**src/rtl/prv32_div_seq_pkg.sv**
```systemverilog
// prv32_div_seq_pkg: shared encodings for the prv32 execute stage.
// Holds the ALU operation codes, the divide op codes (funct3[1:0] of the
// M-extension divide group), the divide sequencer state codes, and a
// small helper for conditional two's-complement negation.
package prv32_div_seq_pkg;

  typedef enum logic [3:0] {
    ALU_ADD  = 4'h0,
    ALU_SUB  = 4'h1,
    ALU_SLL  = 4'h2,
    ALU_SLT  = 4'h3,
    ALU_SLTU = 4'h4,
    ALU_XOR  = 4'h5,
    ALU_SRL  = 4'h6,
    ALU_SRA  = 4'h7,
    ALU_OR   = 4'h8,
    ALU_AND  = 4'h9
  } alu_op_e;

  // Bit 0 set = unsigned, bit 1 set = remainder.
  typedef enum logic [1:0] {
    DIV_OP_DIV  = 2'b00,
    DIV_OP_DIVU = 2'b01,
    DIV_OP_REM  = 2'b10,
    DIV_OP_REMU = 2'b11
  } div_op_e;

  typedef enum logic [1:0] {
    DIVSEQ_IDLE = 2'b00,
    DIVSEQ_RUN  = 2'b01,
    DIVSEQ_FIX  = 2'b10,
    DIVSEQ_DONE = 2'b11
  } divseq_state_e;

  localparam int DIV_XLEN  = 32;
  localparam int DIV_CNT_W = 6;

  function automatic logic [DIV_XLEN-1:0] cond_neg(input logic neg,
                                                   input logic [DIV_XLEN-1:0] val);
    return neg ? (~val + 1'b1) : val;
  endfunction

endpackage

```
**src/rtl/prv32_div_step.sv**
```systemverilog
// prv32_div_step: one restoring radix-2 division iteration (combinational).
// Ports:
//   rem      - current partial remainder (always < divisor)
//   quo      - current dividend/quotient shift register
//   divisor  - divisor magnitude
//   rem_next - partial remainder after shift/subtract/restore
//   quo_next - quo shifted left with the new quotient bit in bit 0
module prv32_div_step #(
  parameter int XLEN = 32
) (
  input  logic [XLEN-1:0] rem,
  input  logic [XLEN-1:0] quo,
  input  logic [XLEN-1:0] divisor,
  output logic [XLEN-1:0] rem_next,
  output logic [XLEN-1:0] quo_next
);

  logic [XLEN:0] rem_sh;
  logic [XLEN:0] diff;

  always_comb begin
    rem_sh = {rem, quo[XLEN-1]};
    diff   = rem_sh - {1'b0, divisor};
    // rem < divisor, so rem_sh < 2*divisor: the top bit of diff is a
    // clean borrow flag and a kept difference always fits in XLEN bits.
    if (!diff[XLEN]) begin
      rem_next = diff[XLEN-1:0];
      quo_next = {quo[XLEN-2:0], 1'b1};
    end else begin
      rem_next = rem_sh[XLEN-1:0];
      quo_next = {quo[XLEN-2:0], 1'b0};
    end
  end

endmodule

```
**src/rtl/prv32_div_seq.sv**
```systemverilog
// prv32_div_seq: multi-cycle RV32M divider (DIV/DIVU/REM/REMU).
// Ports:
//   clk, rst       - clock, asynchronous active-high reset
//   start, op, a, b - request, operation, dividend, divisor (sampled in IDLE)
//   kill           - flush; abandons the operation in flight
//   busy           - state != IDLE, used as the pipeline stall
//   done           - one-cycle result-valid pulse
//   result         - quotient/remainder, held until the next done
//
// state | meaning
// IDLE  | waiting for start; divide-by-zero and overflow resolve here
// RUN   | one restoring step per cycle, 32 steps, counter counts down
// FIX   | sign correction, quotient/remainder select into quo_q
// DONE  | done pulse, result presented and captured
module prv32_div_seq
  import prv32_div_seq_pkg::*;
#(
  parameter int XLEN = 32
) (
  input  logic            clk,
  input  logic            rst,
  input  logic            start,
  input  logic [1:0]      op,
  input  logic [XLEN-1:0] a,
  input  logic [XLEN-1:0] b,
  input  logic            kill,
  output logic            busy,
  output logic            done,
  output logic [XLEN-1:0] result
);

  divseq_state_e        state_q, state_d;
  logic [1:0]           op_q, op_d;
  logic [XLEN-1:0]      rem_q, rem_d;
  logic [XLEN-1:0]      quo_q, quo_d;
  logic [XLEN-1:0]      dvs_q, dvs_d;
  logic [DIV_CNT_W-1:0] cnt_q, cnt_d;
  logic                 neg_quo_q, neg_quo_d;
  logic                 neg_rem_q, neg_rem_d;
  logic [XLEN-1:0]      result_q, result_d;

  logic [XLEN-1:0] step_rem, step_quo;
  logic            signed_op, sa, sb;

  prv32_div_step #(.XLEN(XLEN)) u_step (
    .rem      (rem_q),
    .quo      (quo_q),
    .divisor  (dvs_q),
    .rem_next (step_rem),
    .quo_next (step_quo)
  );

  assign busy = (state_q != DIVSEQ_IDLE);

  always_comb begin
    state_d   = state_q;
    op_d      = op_q;
    rem_d     = rem_q;
    quo_d     = quo_q;
    dvs_d     = dvs_q;
    cnt_d     = cnt_q;
    neg_quo_d = neg_quo_q;
    neg_rem_d = neg_rem_q;
    result_d  = result_q;
    done      = 1'b0;
    result    = result_q;
    signed_op = ~op[0];
    sa        = signed_op & a[XLEN-1];
    sb        = signed_op & b[XLEN-1];

    case (state_q)
      DIVSEQ_IDLE: begin
        if (start && !kill) begin
          op_d  = op;
          rem_d = '0;
          if (b == '0) begin
            // Quotient all ones, remainder is the dividend untouched.
            quo_d   = op[1] ? a : '1;
            state_d = DIVSEQ_DONE;
          end else if (signed_op && (a == {1'b1, {(XLEN-1){1'b0}}}) && (b == '1)) begin
            quo_d   = op[1] ? '0 : a;
            state_d = DIVSEQ_DONE;
          end else begin
            quo_d     = cond_neg(sa, a);
            dvs_d     = cond_neg(sb, b);
            neg_quo_d = sa ^ sb;
            neg_rem_d = sa;
            cnt_d     = DIV_CNT_W'(XLEN);
            state_d   = DIVSEQ_RUN;
          end
        end
      end
      DIVSEQ_RUN: begin
        rem_d = step_rem;
        quo_d = step_quo;
        cnt_d = cnt_q - 1'b1;
        if (cnt_d == '0) state_d = DIVSEQ_FIX;
      end
      DIVSEQ_FIX: begin
        // quo_q becomes the output staging register from here on.
        quo_d   = op_q[1] ? cond_neg(neg_rem_q, rem_q) : cond_neg(neg_quo_q, quo_q);
        state_d = DIVSEQ_DONE;
      end
      DIVSEQ_DONE: begin
        done     = 1'b1;
        result   = quo_q;
        result_d = quo_q;
        state_d  = DIVSEQ_IDLE;
      end
      default: state_d = DIVSEQ_IDLE;
    endcase

    if (kill) begin
      state_d  = DIVSEQ_IDLE;
      done     = 1'b0;
      result   = result_q;
      result_d = result_q;
    end
  end

  always_ff @(posedge clk or posedge rst) begin
    if (rst) begin
      state_q   <= DIVSEQ_IDLE;
      op_q      <= '0;
      rem_q     <= '0;
      quo_q     <= '0;
      dvs_q     <= '0;
      cnt_q     <= '0;
      neg_quo_q <= 1'b0;
      neg_rem_q <= 1'b0;
      result_q  <= '0;
    end else begin
      state_q   <= state_d;
      op_q      <= op_d;
      rem_q     <= rem_d;
      quo_q     <= quo_d;
      dvs_q     <= dvs_d;
      cnt_q     <= cnt_d;
      neg_quo_q <= neg_quo_d;
      neg_rem_q <= neg_rem_d;
      result_q  <= result_d;
    end
  end

endmodule

```
**config.mk**
```make
export PLATFORM = sky130hd
export DESIGN_NAME = prv32_div_seq
export DESIGN_NICKNAME = d
export VERILOG_FILES = /design/src/rtl/prv32_div_seq_pkg.sv /design/src/rtl/prv32_div_step.sv /design/src/rtl/prv32_div_seq.sv
export SDC_FILE = /design/constraint.sdc
export NUM_CORES = 1
export LEC_CHECK = 0
export ABC_AREA = 0
export BUFFER_PORTS_ARGS = -buffer_cell sky130_fd_sc_hd__buf_2
export CAP_MARGIN = 20
export CORE_MARGIN = 2
export CORE_UTILIZATION = 65
export CTS_BUF_LIST = sky130_fd_sc_hd__clkbuf_8
export CTS_CLUSTER_DIAMETER = 40
export DETAILED_ROUTE_END_ITERATION = 10
export PLACE_DENSITY = 0.87
export SLEW_MARGIN = 15
export SYNTH_ARGS = -nofsm -noshare
export SYNTH_HDL_FRONTEND = slang
export SYNTH_HIERARCHICAL = 1
export SYNTH_SLANG_ARGS = --single-unit
```
**constraint.sdc**
```tcl
create_clock -name clk -period 6.1 [get_ports clk]
set_input_delay 0.61 -clock clk [delete_from_list [all_inputs] [get_ports clk]]
set_output_delay 0.61 -clock clk [all_outputs]
set_load 0.02 [all_outputs]
```
==> results.cfg <==
[cts]
ctsResizeCount = 0
numCtsBuffers = 17
clk_path_buf_depth = 2
clk_latency_ns = 0.46
ctsHoldBuffers = 0
clock-root-buffer = clkbuf_8
h-tree-depth = 4
clock_sinks = 139
clkTransAtPathRegs_ns = 0.09
cts_tree = built
postCtsSetupBuffers = 0

[die]
start_util_pct = 65.6
io_pins = 104
coreArea_sq_um = 17800
die-height_um = 138
num_rows = 49
die_area_sq_um = 19100
die_w_um = 138

[setup_path]
worstSetupPathType = reg -> reg
regToRegSetupSlack_ns = 2.24
critPathCaptureType = register
required_ns = 6.44
cp_max_fo = 24
critPathLaunchType = register
r2r-end = rem_q[26]
cp.arrival_ns = 4.19
slowest_stage = dfrtp_1
r2r_cells = 13
r2r_start = rem_q[0]
worstPathCellList = inv_1, fa_1, and2b_2, o2111ai_2, a21oi_2, o2111ai_1, a211oi_2, nor2_4, mux2i_4, and2_4, inv_8, mux2_4, a22o_1
crit_path_max_incr_delay_ns = 0.54

[timing]
rsz0062_at_grt = no
fmax_mhz = 259
worst_slew_pin_slew_ns = 1.12
fin_crit_ns = 3.86
finalHoldViolCount = 0
tns_ns = 0
period_share_pct = 63.2
drv_slew = 0
setup_viol = 0
fin_skew_ns = 0.0204
relSlewSlack_pct = 25.3

[synthesis]
synth_cells = 1370
synth_compound_area_share_pct = 24.6
yosys.area.top_type_share_pct = 29.7
synth-simple-area-share_pct = 19.5
ys_warn_count = 6
synthAdderAreaFrac_pct = 4.76
yosysUniqueCellTypes = 97
yosys-top-cells-area = dfrtp_1, ha_1, o21ai_0, xor2_1, nand2_1
synth_area_leader_cell = dfrtp_1
synth-seq-cells = 139
synth-xor-area-share_pct = 7.93
synthMuxAreaShare_pct = 6.41
syn_avg_cell_area_sq_um = 8.55
synth_common_cells = dfrtp_1, nand2_1, o21ai_0, nor2_1, a21oi_1
synth_edf_count = 0
synthArstFlopShare_pct = 100
netlist_area_sq_um = 11700
syn_nets = 1484
synth-main-ff-cell = dfrtp_1
synth_top_family_by_area = compound AO/OA/AOI/OAI gates
synth.yosys.seq_area_share_pct = 29.7
synth_most_common_cell = dfrtp_1

[power_and_ir_drop]
finalPower_mw = 6.78
ir_worst_vdd_mv = 0.319
powerDensity_nw_per_um2 = 545
p_leak_nw = 5.45

[final_layout]
final_cell_area_sq_um = 12400
drive_gt1_share_pct = 17.4
nets = 1512
final_core_util_pct = 69.7
fillers = 1462
diodes = 0
syn2layout_area_growth_pct = 6.10

[grt]
grt_antenna_before_repair = 0
grt_usage_pct = 34.3
grt_overflow = 0
grt_max_degree = 88
grt_pass1_wl_um = 53800
grt_pass1_vias = 10500

[route]
wirelength_um = 33100
drc = 0
dr.pass1.iters = 7
vias_per_cell = 6.80
ant_nets = 0
wl_per_cell_um = 20.2
first_iter_violations = 1330
vias = 11200

[job]
maxCapViolations = 0

[place]
place_congestion = 0.981
io_buffers = 103
place_hpwl_um = 24400
place_area_sq_um = 12000

[run_status]
status = completed

[hold_path]
hp-class = in -> async
==> logic make-up after synthesis <==
group           after synthesis
compound gates              417
xor+xnor                    106
mux                          60
buf+inv                     160
fa+ha+maj                    44
simple gates                444
flops                       139
==> layout by cell type (no fill, tap or decap), types with 9 or more instances in the layout <==
cell type,instances
clkbuf_8,21
a31oi_1,22
nand3_1,37
o21ai_0,105
o31ai_1,25
or3_1,23
nor2_1,85
xnor2_1,46
buf_2,103
nand2_1,136
dfrtp_1,139
nand4_1,13
mux2_4,19
inv_1,53
buf_4,10
o41ai_1,15
a21o_1,23
mux2_2,34
nand2b_1,15
a211oi_1,12
nor4_1,22
nor3_1,31
ha_1,43
or4_1,19
nor2b_1,9
xor2_1,60
a22o_1,32
a21oi_1,74
o21a_1,11
==> area by class of cell <==
class                      instances  area [sq um]  share of cell area [%]
sequential                       139          3480                    28.0
tap                              229           287                    2.31
multi-input combinational       1071          7430                    59.8
inverter                          55           219                    1.76
clock buffer                      21           289                    2.33
clock inverter                    11           110                   0.886
timing repair buffer             114           618                    4.97
==> critical path: cells and delay by family (launching register included) <==
family | cells | cell delay (ns)
fa+ha+maj | 1 | 0.47
compound gates | 5 | 1.14
flops | 1 | 0.54
buf+inv | 2 | 0.23
mux | 2 | 0.67
simple gates | 3 | 0.67
==> state kept, by name, indices dropped and copies added (netlist names) <==
register,cells
result_q,32
dvs_q,32
quo_q,32
neg_quo_q,1
op_q,1
state_q,2
cnt_q,6
rem_q,32
neg_rem_q,1
==> worst max path at each step <==
stage	slack, ns	to	cells past startpoint	startpoint
after global placement	2.15	cnt_q[4]	8	b[8]
after detailed placement	2.02	cnt_q[4]	8	b[8]
final	2.24	rem_q[26]	13	rem_q[0]
after global routing	2.14	rem_q[22]	13	rem_q[0]
after CTS	2.28	rem_q[26]	13	rem_q[0]
after floorplan	1.77	cnt_q[0]	1	rst
==> stage by stage <==
| stage | hold slack, ns | worst slack, ns | instances |
|---|---|---|---|
| 2_1_floorplan | 0.439 | 1.77 | 1370 |
| 3_3_place_gp | 0.461 | 2.15 | 1606 |
| 3_5_place_dp | 0.470 | 2.02 | 1606 |
| 4_1_cts | 0.310 | 2.28 | 1638 |
| 5_1_grt | 0.321 | 2.14 | 1640 |
| 6_report | 0.299 | 2.24 | 1640 |
==> layer usage <==
layer	wire length, um	vias to the layer above	track usage [%]
met5	0	-	0
met4	1490	0	14.3
met3	3160	135	7.17
met2	14900	675	54.3
met1	13600	5216	46.2
li1	-	5125	-
==> power breakdown <==
group | switching [mW] | internal, mW
Clock | 0.398 | 0.371
Combinational | 2.40 | 1.82
Sequential | 0.479 | 1.31
Note: power is estimated with default switching activity, not from simulation.
